$ cat src/rtl/alu_sequencer_pkg.sv
// Shared constants and state encoding for the ALU command sequencer.
// Operand width matches the datapath; opcodes are passed through unchanged.
package alu_sequencer_pkg;

   localparam int DATA_WIDTH = 8;

   localparam logic [1:0] ADD  = 2'd0;
   localparam logic [1:0] SUB  = 2'd1;
   localparam logic [1:0] PAR  = 2'd2;
   localparam logic [1:0] COMP = 2'd3;

   localparam logic ON  = 1'b1;
   localparam logic OFF = 1'b0;

   typedef enum logic [2:0] {
      IDLE   = 3'd0,
      LOAD_A = 3'd1,
      LOAD_B = 3'd2,
      START  = 3'd3,
      WAIT   = 3'd4,
      RESP   = 3'd5
   } state_t;

endpackage

$ cat src/rtl/alu_sequencer.sv
// Command/response front end that drives the ALU datapath load/start/done handshake.
// Optional WAIT-state watchdog is compiled in with ALU_TIMEOUT_EN.
module alu_sequencer #(
   parameter int DATA_WIDTH     = alu_sequencer_pkg::DATA_WIDTH,
   parameter int TIMEOUT_CYCLES = 16,
   parameter int COUNT_WIDTH    = 16
) (
   input  logic                   clk,
   input  logic                   reset_n,
   input  logic                   cmd_valid,
   output logic                   cmd_ready,
   input  logic [1:0]             cmd_opcode,
   input  logic [DATA_WIDTH-1:0]  cmd_a,
   input  logic [DATA_WIDTH-1:0]  cmd_b,
   output logic [DATA_WIDTH-1:0]  alu_data,
   output logic [1:0]             opcode_value,
   output logic                   store_a,
   output logic                   store_b,
   output logic                   start,
   input  logic                   alu_done,
   input  logic [DATA_WIDTH-1:0]  result,
   input  logic                   overflow_def,
   output logic                   rsp_valid,
   input  logic                   rsp_ready,
   output logic [DATA_WIDTH-1:0]  rsp_result,
   output logic                   rsp_overflow,
   output logic                   rsp_timeout,
   output logic [COUNT_WIDTH-1:0] op_count
);
   import alu_sequencer_pkg::*;

   state_t                 state_reg, state_next;
   logic                   armed_reg;
   logic [1:0]             op_reg;
   logic [DATA_WIDTH-1:0]  a_reg, b_reg, res_reg;
   logic                   ovf_reg;
   logic [COUNT_WIDTH-1:0] count_reg;
   logic                   accept, capture, rsp_fire;
`ifdef ALU_TIMEOUT_EN
   localparam int WAIT_W = $clog2(TIMEOUT_CYCLES + 1);
   logic [WAIT_W-1:0]      wait_cnt_reg;
   logic                   tmo_reg, timed_out;
`endif

   always_comb begin
      state_next = state_reg;
      cmd_ready  = OFF;
      store_a    = OFF;
      store_b    = OFF;
      start      = OFF;
      alu_data   = '0;
      rsp_valid  = OFF;
      accept     = OFF;
      capture    = OFF;
      rsp_fire   = OFF;
`ifdef ALU_TIMEOUT_EN
      timed_out  = OFF;
`endif
      case (state_reg)
         IDLE: begin
            // armed_reg keeps cmd_ready low for the first cycle out of reset
            cmd_ready = armed_reg;
            if (cmd_valid && armed_reg) begin
               accept     = ON;
               state_next = LOAD_A;
            end
         end
         LOAD_A: begin
            alu_data   = a_reg;
            store_a    = ON;
            state_next = LOAD_B;
         end
         LOAD_B: begin
            alu_data   = b_reg;
            store_b    = ON;
            state_next = START;
         end
         START: begin
            start      = ON;
            state_next = WAIT;
         end
         WAIT: begin
            start = ON;
            if (alu_done) begin
               capture    = ON;
               state_next = RESP;
            end
`ifdef ALU_TIMEOUT_EN
            else if (wait_cnt_reg == WAIT_W'(TIMEOUT_CYCLES - 1)) begin
               timed_out  = ON;
               state_next = RESP;
            end
`endif
         end
         RESP: begin
            rsp_valid = ON;
            if (rsp_ready) begin
               rsp_fire   = ON;
               state_next = IDLE;
            end
         end
         default: state_next = IDLE;
      endcase
   end

   always_ff @(posedge clk or negedge reset_n) begin
      if (!reset_n) begin
         state_reg <= IDLE;
         armed_reg <= OFF;
      end else begin
         state_reg <= state_next;
         armed_reg <= ON;
      end
   end

   always_ff @(posedge clk or negedge reset_n) begin
      if (!reset_n) begin
         op_reg    <= '0;
         a_reg     <= '0;
         b_reg     <= '0;
         res_reg   <= '0;
         ovf_reg   <= OFF;
         count_reg <= '0;
`ifdef ALU_TIMEOUT_EN
         tmo_reg      <= OFF;
         wait_cnt_reg <= '0;
`endif
      end else begin
         if (accept) begin
            op_reg <= cmd_opcode;
            a_reg  <= cmd_a;
            b_reg  <= cmd_b;
         end
         if (capture) begin
            res_reg <= result;
            ovf_reg <= overflow_def;
         end
         if (rsp_fire)
            count_reg <= count_reg + 1'b1;
`ifdef ALU_TIMEOUT_EN
         if (capture)
            tmo_reg <= OFF;
         if (timed_out) begin
            res_reg <= '0;
            ovf_reg <= OFF;
            tmo_reg <= ON;
         end
         wait_cnt_reg <= (state_reg == WAIT) ? wait_cnt_reg + 1'b1 : '0;
`endif
      end
   end

   assign opcode_value = (state_reg == IDLE) ? 2'b00 : op_reg;
   assign rsp_result   = (state_reg == RESP) ? res_reg : '0;
   assign rsp_overflow = (state_reg == RESP) & ovf_reg;
`ifdef ALU_TIMEOUT_EN
   assign rsp_timeout  = (state_reg == RESP) & tmo_reg;
`else
   assign rsp_timeout  = OFF;
`endif
   assign op_count     = count_reg;

endmodule
$ cat config.mk
export PLATFORM = sky130hd
export DESIGN_NAME = alu_sequencer
export DESIGN_NICKNAME = d
export VERILOG_FILES = /design/src/rtl/alu_sequencer_pkg.sv /design/src/rtl/alu_sequencer.sv
export SDC_FILE = /design/constraint.sdc
export NUM_CORES = 1
export LEC_CHECK = 0
export BUFFER_PORTS_ARGS = -buffer_cell sky130_fd_sc_hd__buf_2
export CAP_MARGIN = 25
export CORE_MARGIN = 5
export CORE_UTILIZATION = 25
export CTS_CLUSTER_DIAMETER = 100
export DETAILED_ROUTE_END_ITERATION = 10
export PLACE_DENSITY = 0.46
export SETUP_SLACK_MARGIN = 0.3
export SLEW_MARGIN = 20
export SYNTH_ARGS = -nofsm -noshare
export SYNTH_HDL_FRONTEND = slang
export SYNTH_SLANG_ARGS = --single-unit
$ cat constraint.sdc
create_clock -name clk -period 4.7 [get_ports clk]
set_clock_uncertainty 0.2 [all_clocks]
set_input_delay 0.47 -clock clk [delete_from_list [all_inputs] [get_ports clk]]
set_output_delay 0.47 -clock clk [all_outputs]
set_load 0.02 [all_outputs]
# == Word level (Yosys, flattened, before mapping) ==
# Index checks and enable logic that the tools add are counted.
# classes
add_sub_neg,1
n_eq_ne,8
muxes,18
n_bitwise,1
reduce_logical,4
# ops
operator,n
$pmux W3 S6,1
$add A16 B1 Y16 const B,1
$pmux W8 S2,1
$mux W1,11
$mux W3,3
$mux W8,1
$eq A3 B2 Y1 const B,2
$eq A3 B3 Y1 const B,2
$ne A2 B2 Y1 const B,3
$eq A3 B1 Y1 const B,1
$logic_not A3 Y1,1
$reduce_and A3 Y1,1
$mux W2,1
$reduce_or A2 Y1,1
$and A1 B1 Y1,1
$logic_and A1 B1 Y1,1
# totals
ff_bits,47
inputBits,32
out_inout_bits,41
wordCells,40

# == Depth between registers and ports, before layout ==
# logic_depth
depth_word,3
ltp_mapped,6
depth_no_buf,4

# == Least setup slack after synthesis ==
# Ideal clock, no wire load.
# synth_path
path_type,reg2out
start,reg state_reg[1]
end,out alu_data[0]
t_arrival_ps,1443
required_time_ps,4030
setup_slack_ps,2587
stages_incl_launch_ff,4
n_path_buf,1
path_cell_list,dfrtp_1 -> buf_2 -> nor3b_2 -> a22o_1
# synth_between
elab_chain_len,2
word_cells_on_any_way,3
classes_between,eq/ne (2); mux (1)
# synth_rtl
item,line,text
start: declaration,alu_sequencer.sv:32,"state_t state_reg, state_next;"
start signal: assignment,alu_sequencer.sv:111,state_reg <= state_next;
$eq A3 B2 Y1 / $eq A3 B1 Y1 (equally long branches),alu_sequencer.sv:59,case (state_reg)
$pmux W8 S2 (*),alu_sequencer.sv:59,
end: declaration,alu_sequencer.sv:15,"output logic [DATA_WIDTH-1:0] alu_data,"
# Every way passes the cells marked *; elsewhere a longest branch is shown, timed or not.

# == Final worst setup path ==
# layout_path
start,reg state_reg[0]
end,out alu_data[4]
# The elaborated chain is that of the path after synthesis.

==> flow_summary.toml <==
[layout]
drive_gt1_share_pct = 47.5
finalNetCount = 272
area_growth_pct = 25.9
antennaDiodeCount = 0
fill_cells = 864
final_util_pct = 32.7
largest_register_ffs = 16
layout_commonest_cell = "buf_2"
mostFrequentLayoutCells = "buf_2, dfrtp_1, mux2_2, and2_1, xor2_1"
fin_area_mm2 = 0.00271

[worst_setup_path]
critPathCaptureType = "output pin"
r2r-end = "a_reg[3]"
reg2regPathDepth = 3
worstPathRequired_ns = 4.03
cp_num_buf_inv = 1
critPathTopFamily = "simple AND/OR/NAND/NOR gates"
path_cells = "nor3b_2, a22o_1, buf_2"
slowest_stage = "nor3b_2"
worstPathArrival_ns = 1.97
cp_max_fo = 11
crit_type = "reg -> out"
critPathLaunchType = "flip-flop"
max_stage_delay_ns = 0.65
reg2reg_slack_ns = 2.31
reg2reg_from = "state_reg[0]"
path_depth = 3

[synthesis]
syn-num-nets = 200
yosysSeqAreaShare_pct = 54.6
synth-edff-count = 0
synth_area_mm2 = 0.00215
synth.avg_cell_area_um2 = 12.9
ys_warn_count = 0
synthDistinctLibCells = 33
async_flop_share_pct = 100
synth_flop_cell = "dfrtp_1"
synthesis.instances = 167
ys_seq_elements = 47

[run]
drv_cap = 0

[placement]
dp_hpwl_mm = 3.53
placed_cell_area_mm2 = 0.00258
port_buffers = 71
place_congestion = 0.681

[clocking]
clk_pin_slew_ns = 0.09
cts_sinks = 47
cts_buffers = 5
clock_path_buffers = 2
cts_root_buf = "clkbuf_8"
cts_tree = "yes"
clk_latency_ns = 0.30
cts_resized = 0
h-tree-depth = 2

[drt]
routed_wl_mm = 4.93
drc = 0
via_count = 1526
antenna_left = 0
first_pass_iters = 4
drt_iter0_drc = 25
viasPerCell = 4.42
wire_per_inst_um = 14.3

[sta]
hold_ws_ns = 0.195
max_freq_mhz = 379
worstMarginPinSlew_ns = 0.809
setup_tns_ns = 0
maxSlewHeadroom_pct = 46.0
setup_viol = 0
fin_crit_sh_pct = 56.1
rsz0062_at_grt = "no"
final_hold_viol_count = 0
layout_min_cycle_time_ns = 2.64
slew_violations = 0

[min_path]
min_path_type = "in -> reg"
hp-start = "cmd_b[3]"
holdPathStages = 2
hold_end = "b_reg[3]"

[grt]
grt_max_degree = 48
grt_remaining_overflow = 0
grt_pass1_wl_mm = 7.85
grt.total_usage_pct = 9.54
grt_pass1_vias = 1592
antenna_found_initial = 0

[floorplanning]
initial_core_util_pct = 25.9
core_mm2 = 0.00830
row_count = 33
die_area_mm2 = 0.0106
dieHeight_um = 103
fp.dieW_um = 103
io_pins = 73

[power]
power-per-cell-area_mw_per_mm2 = 550
p_leak_nw = 1.37
ir_drop_mv = 0.255

[run_status]
status = "complete, no violations"
==> timing repair <==
| action | 4_1_cts | 5_1_grt |
|---|---|---|
| setup endpoints to repair | 0 | 0 |
| hold endpoints to repair | 12 | 0 |
| hold buffers | 1 | 0 |
| setup buffers | 0 | 0 |
==> power by group <==
group,internal (mW),leakage [nW],switching [mW],total [mW]
logic,0.257,0.726,0.273,0.529
clock network,0.172,0.0612,0.140,0.312
registers,0.544,0.582,0.106,0.650
total,0.973,1.37,0.518,1.49
==> cells in the mapped netlist, types with 2 or more instances <==
master / n / share of area, %
nor2_1: 4 / 0.70
nor4_1: 5 / 1.5
a22o_1: 8 / 3.3
nand2_1: 6 / 1.0
xnor2_1: 6 / 2.4
nor3_1: 4 / 0.93
conb_1: 2 / 0.35
nor3b_2: 2 / 1.2
and3_1: 2 / 0.58
mux2_2: 28 / 15
o21ai_0: 2 / 0.46
inv_1: 3 / 0.52
xor2_1: 9 / 3.7
buf_2: 2 / 0.46
dfrtp_1: 47 / 55
nand3_1: 6 / 1.4
nand4_1: 2 / 0.58
buf_6: 3 / 1.6
and2_1: 11 / 3.2
buf_4: 2 / 0.70
==> metal layers <==
| metal | routed length [um] | up-vias | GRT usage [%] |
|---|---|---|---|
| li1 | - | 723 | - |
| met1 | 2170 | 747 | 11.9 |
| met2 | 2270 | 54 | 15.1 |
| met3 | 478 | 2 | 3.99 |
| met4 | 13 | 0 | 2.99 |
| met5 | 0 | - | 0 |
==> cell families (layout without fill, tap and decap cells) <==
kind of cell    count (synthesis)  after routing  synth area share (%)
simple gates                   51             51                  15.6
flops                          47             47                  54.6
mux                            29             29                  15.1
xor+xnor                       15             15                  6.10
compound gates                 12             12                  4.36
buf+inv                        10             83                  3.25
other cells                     2              2                 0.349
fa+ha+maj                       1              1                 0.581
==> worst max path at each step <==
stage | endpoint | slack, ns | start
after CTS | alu_data[6] | 2.04 | state_reg[0]
after floorplan | alu_data[0] | 2.59 | state_reg[1]
final | alu_data[4] | 2.06 | state_reg[0]
after global placement | a_reg[6] | 2.34 | state_reg[0]
after detailed placement | a_reg[3] | 2.29 | state_reg[0]
after global routing | alu_data[6] | 1.95 | state_reg[0]
==> area by class of cell <==
class                      instances  area, um2  area share (%)
clock buffer                       6       82.6            3.05
clock inverter                     2       35.0            1.29
tap                              105        131            4.85
timing repair buffer              72        368            13.6
multi-input combinational        110        907            33.5
sequential                        47       1180            43.4
inverter                           3       11.3           0.415
==> through the flow <==
stage | instances | setup WS, ns | power [mW]
after floorplan | 167 | 2.59 | 1.04
after CTS | 345 | 2.04 | 1.52
after detailed placement | 336 | 2.29 | 1.20
after global placement | 336 | 2.34 | 1.19
after global routing | 345 | 1.95 | 1.58
final | 345 | 2.06 | 1.49
Power figures use the tool's default switching activity.
